## src/rtl/keypad_matrix_scanner.sv

```systemverilog
`default_nettype none
// ============================================================================
//  Module   : keypad_matrix_scanner
//  Purpose  : 4x4 matrix keypad reader. Strobes columns, synchronises and
//             debounces row returns, emits one key event per press.
//  Options  : KEY_REPEAT_EN - auto-repeat key_valid every REPEAT_CYC clocks
//             while a key stays held.
//  Revision : 1.0
// ============================================================================
module keypad_matrix_scanner #(
    parameter int SCAN_DIV     = 16,
    parameter int DEBOUNCE_CNT = 4,
    parameter int REPEAT_CYC   = 5000
) (
    input  logic       clk,
    input  logic       rst,
    input  logic [3:0] row,
    output logic [3:0] col,
    output logic [3:0] key_code,
    output logic       key_valid,
    output logic       key_held
);

    localparam int SLOT_W = $clog2(SCAN_DIV);
    localparam int DEB_W  = $clog2(DEBOUNCE_CNT + 1);

    localparam logic [SLOT_W-1:0] SLOT_LAST  = SLOT_W'(SCAN_DIV - 1);
    localparam logic [SLOT_W-1:0] SLOT_ONE   = SLOT_W'(1);
    localparam logic [DEB_W-1:0]  DEB_TARGET = DEB_W'(DEBOUNCE_CNT);
    localparam logic [DEB_W-1:0]  DEB_ONE    = DEB_W'(1);

    localparam logic [1:0] ST_SCAN     = 2'd0;
    localparam logic [1:0] ST_DEBOUNCE = 2'd1;
    localparam logic [1:0] ST_HELD     = 2'd2;

    logic [3:0]        row_meta;
    logic [3:0]        rs;
    logic [SLOT_W-1:0] slot;
    logic [DEB_W-1:0]  deb;
    logic [1:0]        state;
    logic [3:0]        lat_row;

    logic              sample;
    logic              hit;
    logic              match;
    logic              rs_zero;
    logic [3:0]        col_rot;
    logic [DEB_W-1:0]  deb_inc;
    logic              rep_fire;

    function automatic logic [1:0] idx4(input logic [3:0] onehot);
        case (onehot)
            4'b0010: idx4 = 2'd1;
            4'b0100: idx4 = 2'd2;
            4'b1000: idx4 = 2'd3;
            default: idx4 = 2'd0;
        endcase
    endfunction

    assign sample  = (slot == SLOT_LAST);
    // Exactly one row asserted; multiple rows are ghosting and count as no key.
    assign hit     = (rs != 4'd0) && ((rs & (rs - 4'd1)) == 4'd0);
    assign match   = (rs == lat_row);
    assign rs_zero = (rs == 4'd0);
    assign col_rot = {col[2:0], col[3]};
    assign deb_inc = deb + DEB_ONE;

    always_ff @(posedge clk or negedge rst) begin
        if (!rst) begin
            row_meta <= 4'd0;
            rs       <= 4'd0;
        end else begin
            row_meta <= row;
            rs       <= row_meta;
        end
    end

    always_ff @(posedge clk or negedge rst) begin
        if (!rst) begin
            slot <= '0;
        end else if (sample) begin
            slot <= '0;
        end else begin
            slot <= slot + SLOT_ONE;
        end
    end

`ifdef KEY_REPEAT_EN
    localparam int REP_W = (REPEAT_CYC > 1) ? $clog2(REPEAT_CYC) : 1;
    localparam logic [REP_W-1:0] REP_LAST = REP_W'(REPEAT_CYC - 1);
    localparam logic [REP_W-1:0] REP_ONE  = REP_W'(1);

    logic [REP_W-1:0] rep;

    // Counts clocks since acceptance; any zero-row sample restarts it.
    assign rep_fire = key_held && (rep == REP_LAST) && !(sample && rs_zero);

    always_ff @(posedge clk or negedge rst) begin
        if (!rst) begin
            rep <= '0;
        end else if (!key_held || (sample && rs_zero)) begin
            rep <= '0;
        end else if (rep == REP_LAST) begin
            rep <= '0;
        end else begin
            rep <= rep + REP_ONE;
        end
    end
`else
    assign rep_fire = 1'b0 & (REPEAT_CYC > 0);
`endif

    always_ff @(posedge clk or negedge rst) begin
        if (!rst) begin
            state     <= ST_SCAN;
            col       <= 4'b0001;
            deb       <= '0;
            lat_row   <= 4'd0;
            key_code  <= 4'd0;
            key_valid <= 1'b0;
            key_held  <= 1'b0;
        end else begin
            key_valid <= rep_fire;
            case (state)
                ST_SCAN: begin
                    if (sample) begin
                        if (hit) begin
                            lat_row <= rs;
                            state   <= ST_DEBOUNCE;
                            if (DEBOUNCE_CNT == 1) begin
                                key_code  <= {idx4(rs), idx4(col)};
                                key_valid <= 1'b1;
                                key_held  <= 1'b1;
                                deb       <= '0;
                            end else begin
                                deb <= DEB_ONE;
                            end
                        end else begin
                            col <= col_rot;
                        end
                    end
                end
                ST_DEBOUNCE: begin
                    // With a single-sample debounce the key was already accepted on entry.
                    if (DEBOUNCE_CNT == 1) begin
                        state <= ST_HELD;
                    end else if (sample) begin
                        if (match) begin
                            if (deb_inc == DEB_TARGET) begin
                                key_code  <= {idx4(lat_row), idx4(col)};
                                key_valid <= 1'b1;
                                key_held  <= 1'b1;
                                deb       <= '0;
                                state     <= ST_HELD;
                            end else begin
                                deb <= deb_inc;
                            end
                        end else begin
                            deb   <= '0;
                            col   <= col_rot;
                            state <= ST_SCAN;
                        end
                    end
                end
                ST_HELD: begin
                    if (sample) begin
                        if (rs_zero) begin
                            if (deb_inc == DEB_TARGET) begin
                                key_held <= 1'b0;
                                deb      <= '0;
                                col      <= col_rot;
                                state    <= ST_SCAN;
                            end else begin
                                deb <= deb_inc;
                            end
                        end else begin
                            deb <= '0;
                        end
                    end
                end
                default: begin
                    state <= ST_SCAN;
                end
            endcase
        end
    end

endmodule
`default_nettype wire

```

## config.mk

```make
export PLATFORM = sky130hd
export DESIGN_NAME = keypad_matrix_scanner
export DESIGN_NICKNAME = d
export VERILOG_FILES = /design/src/rtl/keypad_matrix_scanner.sv
export SDC_FILE = /design/constraint.sdc
export NUM_CORES = 1
export LEC_CHECK = 0
export CELL_PAD_IN_SITES_DETAIL_PLACEMENT = 1
export CELL_PAD_IN_SITES_GLOBAL_PLACEMENT = 1
export CORE_ASPECT_RATIO = 0.75
export CORE_UTILIZATION = 25
export DETAILED_ROUTE_END_ITERATION = 10
export GPL_ROUTABILITY_DRIVEN = 0
export PLACE_DENSITY = 0.61
export SETUP_SLACK_MARGIN = 0.1
export SYNTH_ARGS = -nofsm -noshare
export SYNTH_HDL_FRONTEND = slang
export SYNTH_SLANG_ARGS = --single-unit
```

## constraint.sdc

```tcl
create_clock -name clk -period 2.33 [get_ports clk]
set_input_delay 0.3495 -clock clk [delete_from_list [all_inputs] [get_ports clk]]
set_output_delay 0.3495 -clock clk [all_outputs]
set_load 0.02 [all_outputs]
```

Word level (Yosys, flattened, before mapping)
Index checks and enable logic that the tools add are counted.
{"block": "word_totals", "regBits": 31, "inputBits": 6, "elab_cells": 88}
{"block": "op_classes", "bitwise_logic": 1, "reduce_logical": 13, "n_mux": 39, "n_eq_ne": 22, "n_addsub": 3}
{"op": "$mux 4", "count": 8}
{"op": "$mux 3", "count": 7}
{"op": "$ne 2x2->1 const B", "count": 10}
{"op": "$pmux 2 s3", "count": 3}
{"op": "$mux 2", "count": 8}
{"op": "$reduce_and 7->1", "count": 2}
{"op": "$eq 4x4->1 const B", "count": 3}
{"op": "$pmux 4 s3", "count": 1}
{"op": "$mux 1", "count": 10}
{"op": "$pmux 3 s3", "count": 1}
{"op": "$eq 4x2->1 const B", "count": 2}
{"op": "$eq 4x3->1 const B", "count": 2}
{"op": "$logic_not 4->1", "count": 2}
{"op": "$reduce_and 8->1", "count": 1}
{"op": "$reduce_and 5->1", "count": 1}
{"op": "$add 4x1->4 const B", "count": 1}
{"op": "$and 4x4->4", "count": 1}
{"op": "$eq 4x4->1", "count": 1}
{"op": "$reduce_and 4->1", "count": 1}
{"op": "$reduce_bool 4->1", "count": 1}
{"op": "$sub 4x1->4 const B", "count": 1}
{"op": "$add 3x1->3 const B", "count": 1}
{"op": "$eq 3x3->1 const B", "count": 1}
{"op": "$ne 3x3->1 const B", "count": 1}
{"op": "other kinds (8)", "count": 8}

Logic depth before layout (Yosys ltp)
Gate-level depths: netlist of run 1.
{"block": "depth", "ltp_word": 7, "ltp_mapped": 8, "depth_no_buf": 7}

Worst setup path after synthesis of run 1
Ideal clock, no wire load.
{"block": "synth_path", "path_type": "register -> register", "from": "register rs[1]", "to": "register col[1]", "t_arrival_ns": 2.139, "path_slack_ns": 0.066, "synth_period_minus_slack_ns": 2.264, "stages_incl_launch_ff": 6, "cell_sequence": "dfrtp_1 -> or4_4 -> o31a_1 -> or4_4 -> buf_6 -> mux2_4"}
{"block": "synth_via", "elab_chain_cells": 6, "word_cells_on_any_way": 11, "cone_classes": "add/sub (1); eq/ne (4); bitwise (1); reduce/logical (5)"}
{"element": "start: declaration", "line": "37", "text": "logic [3:0] rs;"}
{"element": "start signal: assignment", "line": "74", "text": "rs <= row_meta;"}
{"element": "$sub 4x1->4", "line": "62", "text": "assign hit = (rs != 4'd0) && ((rs & (rs - 4'd1)) == 4'd0);"}
{"element": "$and 4x4->4", "line": "62"}
{"element": "$logic_not 4->1", "line": "62"}
{"element": "$logic_and 1x1->1", "line": "62"}
{"element": "$ne 2x2->1 (no line)"}
{"element": "$reduce_and 8->1 (no line) *"}
{"element": "end signal: assignment", "line": "139", "text": "col <= col_rot;"}
{"element": "end signal: assignment", "line": "160", "text": "col <= col_rot;"}
{"element": "end signal: assignment", "line": "171", "text": "col <= col_rot;"}
{"element": "end: declaration", "line": "18", "text": "output logic [3:0] col,"}
Mark *: on every way between the ends. The rest lies on a longest branch, timed or not.
A chain may end at the register's enable or synchronous reset.

Worst setup path in the final report of run 1
{"block": "layout_path", "from": "register rs[1]", "to": "register col[3]"}
The elaborated chain is that of the path after synthesis.

==> results of run 1 <==
-- cells in the mapped netlist (all sizes together) --
cell type,number,area (um^2)
buf,1,11.26
a211o,1,10.01
nor4b,3,26.28
o31ai,1,7.510
dfstp,1,26.28
a21oi,3,15.01
nor2,7,26.28
clkbuf,3,11.26
a22oi,2,15.01
o211ai,1,7.510
o21ai,6,30.03
ha,7,87.58
a31o,1,8.760
nor3,6,30.03
a211oi,2,15.01
a22o,1,8.760
mux2,12,150.2
dfrtp,30,750.7
or4,2,22.52
nand3,3,15.01
o2bb2ai,2,17.52
a31oi,1,6.260
inv,7,26.28
xnor2,5,43.79
nand3b,1,7.510
nand2,6,22.52
xor2,6,52.55
o31a,1,8.760
o21a,1,7.510
nor2b,1,6.260
and3,3,20.02
-- flip-flops by register name, summed over array words and instances (netlist names) --
register and count:
col 4, key_code 4, lat_row 4, row_meta 4, rs 4, slot 4, deb 3, state 2
key_held 1, key_valid 1
-- cell families after synthesis --
| group | after synthesis |
|---|---|
| and+or+nand+nor | 32 |
| DFF | 31 |
| AOI/OAI and AO/OA | 23 |
| muxes | 12 |
| xor gates and xnor gates | 11 |
| buffers and inverters | 11 |
| adders and majority gates | 7 |
-- area by class of cell --
cell class	instances	area (um^2)
clock inverter	3	20.02
fill	606	3667
tap	75	93.84
sequential	31	777.0
multi-input combinational	85	675.6
clock buffer	5	68.82
inverter	7	26.28
timing repair buffer	25	225.2
-- metal layers --
metal  share of wire  GRT usage  vias to the layer above
li1                -          -                      506
met1            0.47     0.1503                      537
met2            0.49     0.2064                       15
met3           0.029    0.03289                        7
met4           0.011    0.04563                        0
met5               0          0                        -
-- stage by stage --
| step | std cells | worst slack [ps] | power (mW) |
|---|---|---|---|
| after floorplan | 127 | 66.34 | 0.8387 |
| after global placement | 222 | 153.6 | 0.9055 |
| after detailed placement | 222 | 107.2 | 0.9244 |
| after CTS | 230 | 164.9 | 1.346 |
| after global routing | 231 | 105.6 | 1.421 |
| final | 231 | 165.2 | 1.344 |
-- critical path, delay by kind of cell, from the launching register on --
family / cells / cell delay (ps)
flip-flops: 1 / 380
AND/OR/NAND/NOR: 2 / 1040
multiplexers: 1 / 320
AO/OA/AOI/OAI: 1 / 310
-- power by group through the flow --
stage	Combinational (mW)	Clock (mW)	Sequential, mW
2_1_floorplan	0.218	0	0.620
3_3_place_gp	0.283	0	0.622
3_5_place_dp	0.298	0	0.627
4_1_cts	0.303	0.427	0.616
5_1_grt	0.357	0.448	0.616
6_report	0.321	0.411	0.611
-- worst min path at each step --
stage / depth (start not counted) / endpoint / slack, ps
after floorplan: 0 / col[1] / 50
after global placement: 0 / rs[2] / 330
after detailed placement: 0 / rs[3] / 340
after CTS: 0 / rs[3] / 360
after global routing: 0 / rs[1] / 360
final: 0 / rs[3] / 350
-- timing repair --
item                                    in CTS  in global routing
buffers inserted                             0                  1
gates resized for setup                      0                  2
endpoints found under the setup margin       2                  9
cloned                                       0                  0
endpoints found under the hold margin        0                  0
pin swaps                                    1                  0
==> impl_metrics.toml, run 1 <==
[logic_synthesis]
synth.area.mux_share = 0.1005
syn_nets = 140
yosys_warnings = 0
syn_inst = 127
synth_top_family_by_area = "simple AND/OR/NAND/NOR gates"
syn_area_per_cell_um2 = 11.76
yosys.area_share.simple = 0.1181
synth-seq-cells = 31
seq_area_frac_synth = 0.5201
synth_fa_ha_area_frac = 0.05863
synth-compound-area-share = 0.1055
ys_types = 33
synth_xor_xnor_area_share = 0.06449
synth_area_um2 = 1494

[power_and_ir_drop]
power_leakage_nw = 0.8439
seqPwrFrac = 0.455
comb_power_share = 0.239
clkPwrFrac = 0.306
ir_drop_mv = 0.3792
p_switching_mw = 0.4137
cellPowerDensity_nw_per_um2 = 712.3
switching_share = 0.3079
intPower_mw = 0.9302

[sta]
tns_ps = 0
drv_slew = 0
fin_worst_skew_ps = 8.806
hold_violations = 0
tightest_slew_ps = 395.4
setup_violations = 0
min_period_ps = 2165
finalCritPeriodShare = 0.9291
rsz0062_at_grt = "false"
hold_slack_ps = 353.3
max-slew-margin-rel = 0.7364
max_freq_mhz = 461.9

[worst_setup_path]
r2r_start = "rs[1]"
rrSetupSlack_ps = 170
endpoint = "col[3]"
crit_fanout = 5
critPathMaxStageDelay_ps = 550
critPathLaunch = "rs[1]"
critPathCaptureType = "register"
r2r-end = "col[3]"
startpoint_type = "register"
ff2ff_path_depth = 4
path_common_cell = "or4_4"
critPathKind = "reg2reg"
cp_cell_sequence = "or4_4 -> o31a_1 -> or4_4 -> mux2_4"
required_ps = 2490
slowest_stage = "or4_4"
crit_arrival_ps = 2330

[job]
max_cap_violations = 0

[clock_network]
cts_root_buf = "clkbuf_8"
cts_sinks = 31
clock_latency_ps = 280
clock_path_buffers = 2
cts_tree = "built"
path_clk_slew_ps = 70
cts_buffers = 5
postCtsHoldBufs = 0
cts_htree_levels = 2

[place]
place_area_um2 = 1783
dp_hpwl_um = 2583
portBuffers = 15

[cells_and_area]
utilization = 0.3397
area_growth_pct = 26.30
antennaDiodeCount = 0
final_layout_size_suffix_gt1_frac = 0.2436
final_cell_area_um2 = 1887
final_common_cell = "dfrtp_1"
final_cell_mix = "dfrtp_1, clkdlybuf4s50_1, buf_4"
nNetsFinal = 168

[global_routing]
grt_pass1_wl_um = 5699
grt_pass1_vias = 1118
grt_start_max_net_pins = 32
grt_overflow = 0
antenna_found_initial = 0
track_usage = 0.1212

[route]
drt_iter0_drc = 36
via_per_inst = 4.610
ant_nets = 0
vias = 1065
drc = 0
post_drt_wl_per_cell_um = 14.49
wl_um = 3348
firstDrtPassIters = 4

[floorplan]
core-area_um2 = 5554
io_pins = 16
dieArea_um2 = 6292
rows = 23
die_w_um = 91.26
die_height_um = 68.95
start_util = 0.2690

[run_status]
status = "completed"

[min_path]
min_path_type = "reg2reg"
min_from = "row_meta[3]"
Note: power is estimated with default switching activity, not from simulation.
==> inputs of run 2 (changes only) <==
==> constraint.sdc (replaced) <==
create_clock -name clk -period 1.92 [get_ports clk]
set_input_delay 0.288 -clock clk [delete_from_list [all_inputs] [get_ports clk]]
set_output_delay 0.288 -clock clk [all_outputs]
set_load 0.02 [all_outputs]
==> run 2 against run 1 <==
Effect of this change: the run now ends with negative setup slack left; design area increased by 21%; highest routed layer unchanged; final cell count grew 12%; clock skew is 3.6 ps lower; global-route usage grew 0.14 points; critical path type unchanged; core utilization is 7.1 points higher; power is 41% higher; setup slack got worse by 440 ps; routed wire length is 9.9% higher; sequential share of layout area fell by 7.1 points; first-iteration DRC count unchanged; largest power group unchanged.
==> impl_metrics.toml, run 2 (synthesis results as in run 1) <==
[sta]
tns_ps = -1066
finalCritPeriodShare = 1.145
hold_violations = 0
drv_slew = 0
max-slew-margin-rel = 0.7399
setup_slack_ps = -279.0
min_period_ps = 2199
tightest_slew_ps = 390.1
max_freq_mhz = 454.8
fin_worst_skew_ps = 5.178
setup_violations = 7
rsz0062_at_grt = "true"

[global_routing]
top_usage_layer = "met2"
grt_start_max_net_pins = 32
track_usage = 0.1226
met3_usage = 0.04386
globalRouteMet1Util = 0.1540
grt_pass1_vias = 1194
grt_pass1_wl_um = 5858
grt_util_met2 = 0.2055
grt_overflow = 0
antenna_found_initial = 0

[worst_setup_path]
r2r_start = "rs[1]"
ff2ff_path_depth = 4
cp_cell_sequence = "or4_4 -> o31a_1 -> or4_4 -> mux2_4"
crit_arrival_ps = 2350
r2r-end = "col[1]"
critPathMaxStageDelay_ps = 550
startpoint_type = "register"
rrSetupSlack_ps = -280
crit_fanout = 4
critPathCaptureType = "register"
required_ps = 2080
path_common_cell = "or4_4"
slowest_stage = "or4_4"
critPathKind = "reg2reg"

[route]
ant_nets = 0
vias = 1164
wl_um = 3679
drt_iter0_drc = 36
via_per_inst = 4.512
post_drt_wl_per_cell_um = 14.26
drc = 0
firstDrtPassIters = 4

[clock_network]
clock_path_buffers = 2
cts_buffers = 5
cts_root_buf = "clkbuf_8"
cts_tree = "built"
clock_latency_ps = 270
postCtsHoldBufs = 0
cts_htree_levels = 2
cts_sinks = 31
path_clk_slew_ps = 60

[floorplan]
start_util = 0.2690
core-area_um2 = 5554
io_pins = 16
die_height_um = 68.95
die_w_um = 91.26
rows = 23
dieArea_um2 = 6292

[cells_and_area]
final_common_cell = "buf_4"
final_cell_area_um2 = 2281
antennaDiodeCount = 0
final_layout_size_suffix_gt1_frac = 0.4317
nNetsFinal = 195
area_growth_pct = 52.68
final_cell_mix = "buf_4, dfrtp_1, clkdlybuf4s50_1"

[min_path]
min_from = "row_meta[2]"
worstHoldPathCells = 0
min_path_type = "reg2reg"
hold_path_end = "rs[2]"

[job]
max_cap_violations = 0

[power_and_ir_drop]
ir_drop_mv = 0.3980
clkPwrFrac = 0.272
switching_share = 0.3053
power_leakage_nw = 1.022
p_switching_mw = 0.5769
cellPowerDensity_nw_per_um2 = 828.5
intPower_mw = 1.313
comb_power_share = 0.338
seqPwrFrac = 0.390
power.total_mw = 1.890

[run_status]
violations = "negative setup slack"
status = "finished with violations"

[place]
portBuffers = 15
dp_hpwl_um = 2637
place_area_um2 = 1944
[run 2: cell types whose count changed in the layout (fill, tap and decap cells not counted), moves of 6 or more]
cell and delta:
buf_4 +21, buf_6 +6, mux2_2 -8, mux2_4 +8
[run 2: worst max-delay path, delay by kind of cell (launching register included)]
kind,cells,cell delay [ps]
AOI/OAI and AO/OA,1,280
and+or+nand+nor,2,1090
muxes,1,320
DFF,1,390
[run 2: power groups by stage]
stage,sequential [mW],clock [mW],combinational [mW]
2_1_floorplan,0.753,0,0.271
3_3_place_gp,0.738,0,0.446
3_5_place_dp,0.743,0,0.461
4_1_cts,0.734,0.533,0.518
5_1_grt,0.745,0.559,0.690
6_report,0.737,0.513,0.639
[run 2: timing repair]
action / in CTS / in global routing
buffers inserted: 3 / 6
gates resized for setup: 18 / 22
pin swaps: 4 / 11
setup endpoints to repair: 16 / 17
[run 2: layer usage]
metal	vias up	wire, um
met5	-	0
met4	0	44
met3	6	120
met2	19	1791
met1	581	1722
li1	558	-
[run 2: worst max-delay path by stage]
stage,start,endpoint,depth (start not counted)
6_report,rs[1],col[1],4
5_1_grt,rs[1],col[2],4
4_1_cts,rs[1],col[1],4
3_5_place_dp,rs[1],col[1],4
3_3_place_gp,rs[1],col[2],4
2_1_floorplan,rs[1],col[1],5
[run 2: layout make-up]
cell class | count | area, um^2
Clock buffer | 7 | 86.33
Clock inverter | 1 | 5.005
Fill cell | 601 | 3273
Inverter | 7 | 26.28
Multi-Input combinational cell | 85 | 842.1
Sequential cell | 31 | 777.0
Tap cell | 75 | 93.84
Timing Repair Buffer | 52 | 450.4
[run 2: per-stage QoR]
stage,util,std cells,hold slack [ps],setup WS (ps)
after floorplan,-,127,-7.591,-343.7
after global placement,0.3501,242,335.7,-212.2
after CTS,0.3852,253,346.8,-257.2
after global routing,0.4107,258,354.8,-312.0
final,0.4107,258,347.1,-279.0
after detailed placement,0.3501,242,342.7,-240.7
==> inputs of run 3 (changes only) <==
--- a/config.mk
+++ b/config.mk
@@ -9,6 +9,7 @@
 export CELL_PAD_IN_SITES_GLOBAL_PLACEMENT = 1
 export CORE_ASPECT_RATIO = 0.75
 export CORE_UTILIZATION = 25
+export CTS_CLUSTER_SIZE = 30
 export DETAILED_ROUTE_END_ITERATION = 10
 export GPL_ROUTABILITY_DRIVEN = 0
 export PLACE_DENSITY = 0.61
==> results of run 3 <==
No change in the layout: final DEF, timing and power equal those of run 2.
